$ cat src/rtl/uart_rx_framed.sv
// uart_rx_framed: parametrised UART receiver with optional parity,
// one or two stop bits, input synchroniser and start-glitch rejection.
module uart_rx_framed #(
    parameter int clock_frequency = 50000000,
    parameter int baud_rate       = 115200,
    parameter int data_bits       = 8,
    parameter int parity_mode     = 0,
    parameter int stop_bits       = 1,
    parameter int sync_stages     = 2
) (
    input  logic                 clock,
    input  logic                 reset,
    input  logic                 rx,
    output logic [data_bits-1:0] byte_data,
    output logic                 byte_ready,
    output logic                 parity_error,
    output logic                 framing_error,
    output logic                 busy
);
    localparam int CPB  = clock_frequency / baud_rate;
    localparam int HALF = CPB / 2;
    localparam int CW   = $clog2(CPB + 1);

    typedef enum logic [2:0] {IDLE, START, DATA, PARITY, STOP} state_t;

    state_t               state;
    state_t               state_n;
    logic [sync_stages-1:0] sync_q;
    logic                 rx_s;
    logic                 rx_p;
    logic                 start_edge;
    logic                 strobe;
    logic [CW-1:0]        cnt;
    logic [CW-1:0]        load_val;
    logic                 load;
    logic                 shift;
    logic                 par_chk;
    logic                 stop_chk;
    logic                 done;
    logic                 frame_start;
    logic                 bit_clr;
    logic                 bit_inc;
    logic [3:0]           bit_cnt;
    logic [data_bits-1:0] shreg;
    logic                 perr_q;
    logic                 ferr_q;
    logic                 par_x;

    assign rx_s       = sync_q[sync_stages-1];
    assign start_edge = rx_p & ~rx_s;
    assign strobe     = (cnt == CW'(1));
    assign busy       = (state != IDLE);
    assign par_x      = (^shreg) ^ rx_s;

    always_ff @(posedge clock) begin
        if (reset) begin
            sync_q <= '1;
            rx_p   <= 1'b1;
        end else begin
            sync_q <= {sync_q[sync_stages-2:0], rx};
            rx_p   <= rx_s;
        end
    end

    always_ff @(posedge clock) begin
        if (reset) state <= IDLE;
        else       state <= state_n;
    end

    always_comb begin
        state_n     = state;
        load        = 1'b0;
        load_val    = CW'(CPB);
        shift       = 1'b0;
        par_chk     = 1'b0;
        stop_chk    = 1'b0;
        done        = 1'b0;
        frame_start = 1'b0;
        bit_clr     = 1'b0;
        bit_inc     = 1'b0;
        unique case (state)
            IDLE: begin
                if (start_edge) begin
                    load     = 1'b1;
                    load_val = CW'(HALF);
                    state_n  = START;
                end
            end
            START: begin
                if (strobe) begin
                    if (rx_s) begin
                        state_n = IDLE;
                    end else begin
                        load        = 1'b1;
                        frame_start = 1'b1;
                        bit_clr     = 1'b1;
                        state_n     = DATA;
                    end
                end
            end
            DATA: begin
                if (strobe) begin
                    load  = 1'b1;
                    shift = 1'b1;
                    if (bit_cnt == 4'(data_bits - 1)) begin
                        bit_clr = 1'b1;
                        state_n = (parity_mode != 0) ? PARITY : STOP;
                    end else begin
                        bit_inc = 1'b1;
                    end
                end
            end
            PARITY: begin
                if (strobe) begin
                    load    = 1'b1;
                    par_chk = 1'b1;
                    state_n = STOP;
                end
            end
            STOP: begin
                if (strobe) begin
                    stop_chk = 1'b1;
                    if (bit_cnt == 4'(stop_bits - 1)) begin
                        done    = 1'b1;
                        state_n = IDLE;
                    end else begin
                        load    = 1'b1;
                        bit_inc = 1'b1;
                    end
                end
            end
            default: state_n = IDLE;
        endcase
    end

    // Loads happen only at an edge or a strobe, so the counter never wraps.
    always_ff @(posedge clock) begin
        if (reset)           cnt <= '0;
        else if (load)       cnt <= load_val;
        else if (cnt != '0)  cnt <= cnt - CW'(1);
    end

    always_ff @(posedge clock) begin
        if (reset) begin
            bit_cnt <= '0;
            shreg   <= '0;
            perr_q  <= 1'b0;
            ferr_q  <= 1'b0;
        end else begin
            if (bit_clr)      bit_cnt <= '0;
            else if (bit_inc) bit_cnt <= bit_cnt + 4'd1;
            if (shift) shreg <= {rx_s, shreg[data_bits-1:1]};
            if (par_chk) perr_q <= (parity_mode == 2) ? par_x : ~par_x;
            if (frame_start)          ferr_q <= 1'b0;
            else if (stop_chk & ~rx_s) ferr_q <= 1'b1;
        end
    end

    always_ff @(posedge clock) begin
        if (reset) begin
            byte_data     <= '0;
            byte_ready    <= 1'b0;
            parity_error  <= 1'b0;
            framing_error <= 1'b0;
        end else begin
            byte_ready <= done;
            if (done) begin
                byte_data     <= shreg;
                parity_error  <= perr_q;
                framing_error <= ferr_q | ~rx_s;
            end
        end
    end
endmodule

$ cat config.mk
export PLATFORM = sky130hd
export DESIGN_NAME = uart_rx_framed
export DESIGN_NICKNAME = d
export VERILOG_FILES = /design/src/rtl/uart_rx_framed.sv
export SDC_FILE = /design/constraint.sdc
export NUM_CORES = 1
export LEC_CHECK = 0
export ABC_AREA = 1
export BUFFER_PORTS_ARGS = -buffer_cell sky130_fd_sc_hd__clkbuf_2
export CAP_MARGIN = 30
export CORE_MARGIN = 10
export CORE_UTILIZATION = 30
export DETAILED_ROUTE_END_ITERATION = 16
export GPL_ROUTABILITY_DRIVEN = 0
export SLEW_MARGIN = 5
export SYNTH_ARGS = -nofsm -noshare
export SYNTH_HDL_FRONTEND = slang
export SYNTH_SLANG_ARGS = --single-unit
$ cat constraint.sdc
create_clock -name clock -period 3.71 [get_ports clock]
set_clock_uncertainty 0.1 [all_clocks]
set_input_delay 0.371 -clock clock [delete_from_list [all_inputs] [get_ports clock]]
set_output_delay 0.371 -clock clock [all_outputs]
set_load 0.05 [all_outputs]
# Word-level counts from Yosys, hierarchy flattened
# Index checks and enable logic that the tools add are counted.
[op_classes] add_sub_neg=2 n_eq_ne=13 muxes=33 bitwise=6 n_reduce_logical=10
[ops] cell="$mux W9" count=4
[ops] cell="$mux W3" count=7
[ops] cell="$mux W1" count=17
[ops] cell="$pmux W3 S5" count=1
[ops] cell="$ne A2 B2 Y1 const B" count=7
[ops] cell="$eq A9 B1 Y1 const B" count=1
[ops] cell="$reduce_bool A9 Y1" count=1
[ops] cell="$sub A9 B1 Y9 const B" count=1
[ops] cell="$reduce_xor A8 Y1" count=1
[ops] cell="$reduce_and A7 Y1" count=1
[ops] cell="$eq A3 B2 Y1 const B" count=2
[ops] cell="$reduce_or A2 Y1" count=3
[ops] cell="$add A4 B1 Y4 const B" count=1
[ops] cell="$eq A4 B3 Y1 const B" count=1
[ops] cell="$logic_not A4 Y1" count=1
[ops] cell="$pmux W1 S2" count=2
[ops] cell="$pmux W1 S4" count=1
[ops] cell="$eq A3 B1 Y1 const B" count=1
[ops] cell="$eq A3 B3 Y1 const B" count=1
[ops] cell="$logic_not A3 Y1" count=1
[ops] cell="$reduce_bool A3 Y1" count=1
[ops] cell="$and A1 B1 Y1" count=2
[ops] cell="$mux W2" count=1
[ops] cell="$not A1 Y1" count=2
[ops] cell="other kinds (3)" count=3
[totals] reg_bits=40 in_bits=3 wordCells=76

# Depth between registers and ports, before layout
[logic_depth] ltp_word=5 mapped_depth=12

# Least setup slack after synthesis
# OpenSTA, ideal clock, no wires.
[synth_timing] path_kind="register to register" start="register cnt[1]" end="register byte_data[1]" setup_time_ns=0.115 arrival_time_ns=1.447 path_slack_ns=2.048 path_stages_with_launch=11 period_less_slack_ns=1.662 cell_sequence="dfxtp_1 inv_1 ha_1 inv_1 nor2_1 nand2_4 nor2_8 nand4_4 buf_6 o21ai_2 a21oi_2"
[synth_between] elab_chain_cells=3
[synth_lines] element="from (decl)" line_no="33" text="logic [CW-1:0] cnt;"
[synth_lines] element="from (signal assigned)" line_no="139" text="else if (load) cnt <= load_val;"
[synth_lines] element="from (signal assigned)" line_no="140" text="else if (cnt != '0) cnt <= cnt - CW'(1);"
[synth_lines] element="$eq A9 B1 Y1" line_no="51" text="assign strobe = (cnt == CW'(1));"
[synth_lines] element="$mux W1" line_no="121" text="if (strobe) begin"
[synth_lines] element="$mux W1" line_no="81" text="unique case (state)"
[synth_lines] element="to (signal assigned)" line_no="168" text="byte_data <= shreg;"
[synth_lines] element="to (decl)" line_no="14" text="output logic [data_bits-1:0] byte_data,"
# No other way between the ends.
# A chain may end at the register's enable or synchronous reset.

# Worst setup path in the final report
[layout_timing] start="register cnt[1]" end="register byte_data[0]"
# Same word-level chain as after synthesis.

==> flow_results.org <==
** Timing
- Setup slack closes at 1.60 ns.
- Slew @ Worst Pin :: 0.490 ns
- Final critical delay including setup and external delays :: 2.11 ns
- Fin Setup TNS :: 0 ns
- Setup violations remaining at the end of the flow were counted as 0.
- Crit share post-route :: 0.568
- Headroom to the max-slew limit came out at 0.673.
- Static timing analysis puts the maximum clock frequency at 475 MHz.
- Count of final hold-check violations :: 0
- Final max-slew violation count :: 0
- Setup repair after global routing left no endpoint under its margin.

** Placed design
- Half-perimeter wire length after detailed placement :: 3250 um
- In this run the tool buffered the top-level ports with 14 buffer cells.
- Including well taps, the total number of placed cells is 408.
- At the placement stage, the worst setup path has a slack of 1.57 ns.

** Critical path
- Critical register-to-register path startpoint :: cnt[1]$_SDFFE_PP0P_
- Delay contributed by the slowest stage of the critical path :: 0.41 ns
- The critical path is of the register to register type.
- The worst register-to-register path ends at byte_data[0]$_SDFFE_PP0P_.
- Data arrival time of the critical path :: 2.18 ns
- Walking the worst path, the cells encountered are inv_1 -> ha_1 -> inv_1 -> nor2_1 -> nand2_4 -> nor2_8 -> nand4_4 -> o21ai_0 -> a21oi_1.
- Cell with the largest stage delay on the worst path :: sky130_fd_sc_hd__nand4_4
- The setup check on the worst reg-to-reg path leaves a slack of 1.60 ns.
- Setup crit start kind :: register
- The number of buffers and inverters on the critical path is 2.
- On the critical path the largest part of the delay comes from simple AND/OR/NAND/NOR gates.
- Worst path required time :: 3.78 ns
- Largest driver fanout on the critical path :: 21
- Counting stages on the worst path, the most repeated cell is sky130_fd_sc_hd__inv_1.
- Endpoint type of the worst setup path :: register
- Worst r2r path cells :: 9

** Die
- The die covers 0.0111 mm2.
- The floorplan step defined a core boundary enclosing 0.00718 mm2.
- For this design the top-level I/O count stands at 15.
- The initial utilization of the core area, before any placement, comes to 0.306.
- Measured along the x axis, the die boundary spans 106 um.
- In this run the core area contains 31 standard-cell rows.
- Height of the die :: 106 um

** Power
- In this run the static leakage power is 1.12 nW.
- Part of the power in the clock network :: 0.239
- Total power per unit cell area :: 611 mW/mm2
- Of the total power, the share spent switching nets is 0.403.
- The share of total power dissipated in sequential elements is 0.366.
- Switching component of the power :: 0.000605 W
- The internal portion of the total power is 0.000896 W.
- Logic gate share of total power :: 0.395
- VDD sags by at most 0.234 mV.

** CTS
- Number of buffers inserted by post-CTS setup repair :: 0
- Worst-case clock buffer depth :: 2
- Clock insertion delay at the later pin of the skew report :: 0.29 ns
- Hold Buf Count CTS :: 0
- The tree is rooted in a sky130_fd_sc_hd__clkbuf_8.
- CTS tree :: yes
- Post-CTS repair changed the size of 0 cells.
- H-tree level count :: 2
- Inserted Clock Buffers :: 5
- Number of clock sinks seen by CTS :: 40
- Clock-pin slew was measured on the worst setup and hold paths at 0.08 ns.

** Drt
- Detailed routing inserted a total of 1822 vias.
- In the routed design, unresolved DRC markers number 0.
- Detail-routed via count per cell :: 4.38
- The detail route stage leaves a number of antenna-violating nets equal to 0.
- In the final routed layout, each cell accounts on average for 10.5 um.
- For this block, the routed nets add up to 4360 um of wire.
- The detailed router finished its first iteration with 57 violations.
- The pre-antenna-repair detailed-routing pass consisted of 4 iterations.

** Global routing
- The number of global-route vias before repair was 1739.
- Across every metal layer, demand over resource in global routing totals 0.0829.
- After global routing the overflow that remains totals 0.
- First-pass GRT wire length :: 7850 um
- Maximum number of pins on one net before global-route repair :: 26
- The initial antenna violation count is 0.

** Job
- Max-capacitance violation count :: 0

** Synthesis
- Sequential area share after synthesis :: 0.365
- Of the total synthesized cell area, the portion taken by full adders, half adders and majority gates is 0.0285.
- After synthesis, the share of cell area in mux cells is 0.
- Counting flops and latches in the post-synthesis netlist gives 40.
- After synthesis, the largest family of logic cells by area is simple AND/OR/NAND/NOR gates.
- Netlist cell types :: 32
- The average instance in the mapped netlist occupies 7.30 um2.
- Of the total synthesized cell area, the portion taken by XOR and XNOR cells is 0.0279.
- In this run the cell area of the synthesized design comes to 0.00220 mm2.
- Warning count from the yosys run :: 0
- The compound-cell area share of the yosys netlist is 0.166.
- Net count after synthesis :: 309
- The cell count after synthesis came out at 301.
- Of the total synthesized cell area, the portion taken by AND, OR, NAND and NOR gates is 0.315.

** Finish
- Diodes inserted :: 0
- Number of standard cells in the layout, taps in and fillers out :: 416
- Leading cell type in the layout, fill and taps excluded :: sky130_fd_sc_hd__nand2_1
- The top cell types in the final layout, fill and taps aside, are sky130_fd_sc_hd__nand2_1, sky130_fd_sc_hd__dfxtp_1, sky130_fd_sc_hd__inv_1, sky130_fd_sc_hd__nor2_1, sky130_fd_sc_hd__a21oi_1.
- Measured on the finished design, the core utilization comes to 0.342.
- Ratio of cells with drive above 1 in the final layout :: 0.211
- Post-synthesis to final-layout area growth :: 11.8%
- Count of nets after finishing :: 324

** Outcome
- Result of the run :: completed

** Worst hold path
- The tightest min-delay check is of the primary input to register type.
- Startpoint of the tightest hold check path :: rx
- The worst hold path terminates at sync_q[0]$_SDFF_PP1_.
- The worst hold path passes through 2 cells.
[worst reg2reg max path: cells and delay by family, from the launching register on]
kind,cells,cell delay [ns]
AO/OA/AOI/OAI,2,0.36
AND/OR/NAND/NOR,4,0.87
flip-flops,1,0.33
adder cells (fa/ha/maj),1,0.18
buffers and inverters,2,0.15
[flip-flops by register name (all words and copies together) (netlist names)]
signal         flops
cnt                9
byte_data          8
shreg              8
bit_cnt            4
state              3
sync_q             2
byte_ready         1
ferr_q             1
framing_error      1
parity_error       1
perr_q             1
rx_p               1
[per-stage QoR]
step	area (um2)	power [W]	hold WS (ns)
global placement	2340	0.00115	0.291
detailed placement	2340	0.00116	0.297
finish	2450	0.00150	0.183
CTS	2450	0.00152	0.182
floorplan	2200	0.00105	0.289
global route	2450	0.00163	0.175
[how the worst max path moves through the flow]
stage                              from                   endpoint  slack, ns  cells past startpoint
floorplan           cnt[1]$_SDFFE_PP0P_  byte_data[1]$_SDFFE_PP0P_       2.05                     10
global placement    cnt[1]$_SDFFE_PP0P_  byte_data[0]$_SDFFE_PP0P_       1.64                      9
detailed placement  cnt[1]$_SDFFE_PP0P_  byte_data[0]$_SDFFE_PP0P_       1.57                      9
CTS                 cnt[1]$_SDFFE_PP0P_  byte_data[0]$_SDFFE_PP0P_       1.56                      9
global route        cnt[1]$_SDFFE_PP0P_  byte_data[0]$_SDFFE_PP0P_       1.37                      9
finish              cnt[1]$_SDFFE_PP0P_  byte_data[0]$_SDFFE_PP0P_       1.60                      9
[cell families (layout without fill, tap and decap cells)]
family | count (synthesis) | in the layout
simple gates | 143 | 143
compound gates | 55 | 55
buf+inv | 51 | 67
flops | 40 | 40
xor+xnor | 7 | 7
fa+ha+maj | 5 | 5
[power groups by stage]
stage               combinational [W]  sequential [W]  clock (W)
floorplan                    0.000479        0.000572          0
global placement             0.000591        0.000558          0
detailed placement           0.000599        0.000559          0
CTS                          0.000601        0.000549   0.000367
global route                 0.000680        0.000560   0.000387
finish                       0.000592        0.000550   0.000358
[synthesized netlist by cell type]
cell type	n	area, um2
sky130_fd_sc_hd__xor2_1	5	43.8
sky130_fd_sc_hd__o21ai_2	9	78.8
sky130_fd_sc_hd__a31oi_1	1	6.26
sky130_fd_sc_hd__nand2_2	2	12.5
sky130_fd_sc_hd__a21oi_4	1	16.3
sky130_fd_sc_hd__o21bai_2	1	11.3
sky130_fd_sc_hd__nand4_2	1	12.5
sky130_fd_sc_hd__o21ai_0	10	50.1
sky130_fd_sc_hd__nor2_8	1	20.0
sky130_fd_sc_hd__nand2_4	5	56.3
sky130_fd_sc_hd__ha_1	5	62.6
sky130_fd_sc_hd__nor2_2	3	18.8
sky130_fd_sc_hd__nand3_1	15	75.1
sky130_fd_sc_hd__nand4_1	3	18.8
sky130_fd_sc_hd__buf_6	3	33.8
sky130_fd_sc_hd__nor2_1	24	90.1
sky130_fd_sc_hd__nand2_1	81	304
sky130_fd_sc_hd__xnor2_1	2	17.5
sky130_fd_sc_hd__nand3_2	1	10.0
sky130_fd_sc_hd__clkbuf_1	2	7.51
sky130_fd_sc_hd__nand4_4	1	21.3
sky130_fd_sc_hd__inv_1	39	146
sky130_fd_sc_hd__dfxtp_1	40	801
sky130_fd_sc_hd__o21ai_1	2	10.0
sky130_fd_sc_hd__nor4_1	1	6.26
sky130_fd_sc_hd__a21oi_2	9	78.8
sky130_fd_sc_hd__inv_2	6	22.5
sky130_fd_sc_hd__a21oi_1	21	105
sky130_fd_sc_hd__buf_2	1	5.00
sky130_fd_sc_hd__nor2_4	3	33.8
sky130_fd_sc_hd__or2_2	2	12.5
sky130_fd_sc_hd__o31ai_1	1	7.51
[cell type report]
type / instances / area [um2]
Inverter: 45 / 169
Timing Repair Buffer: 14 / 70.1
Tap cell: 99 / 124
Clock buffer: 5 / 68.8
Multi-Input combinational cell: 210 / 1180
Fill cell: 785 / 4720
Clock inverter: 3 / 42.5
Sequential cell: 40 / 801
[routing by layer]
layer	part of all wire	global-route usage	wire length [um]
met5	0	0	0
met3	0.027	0.0225	116
met1	0.49	0.0996	2130
met2	0.47	0.141	2060
met4	0.012	0.0251	52
Power figures use the tool's default switching activity.
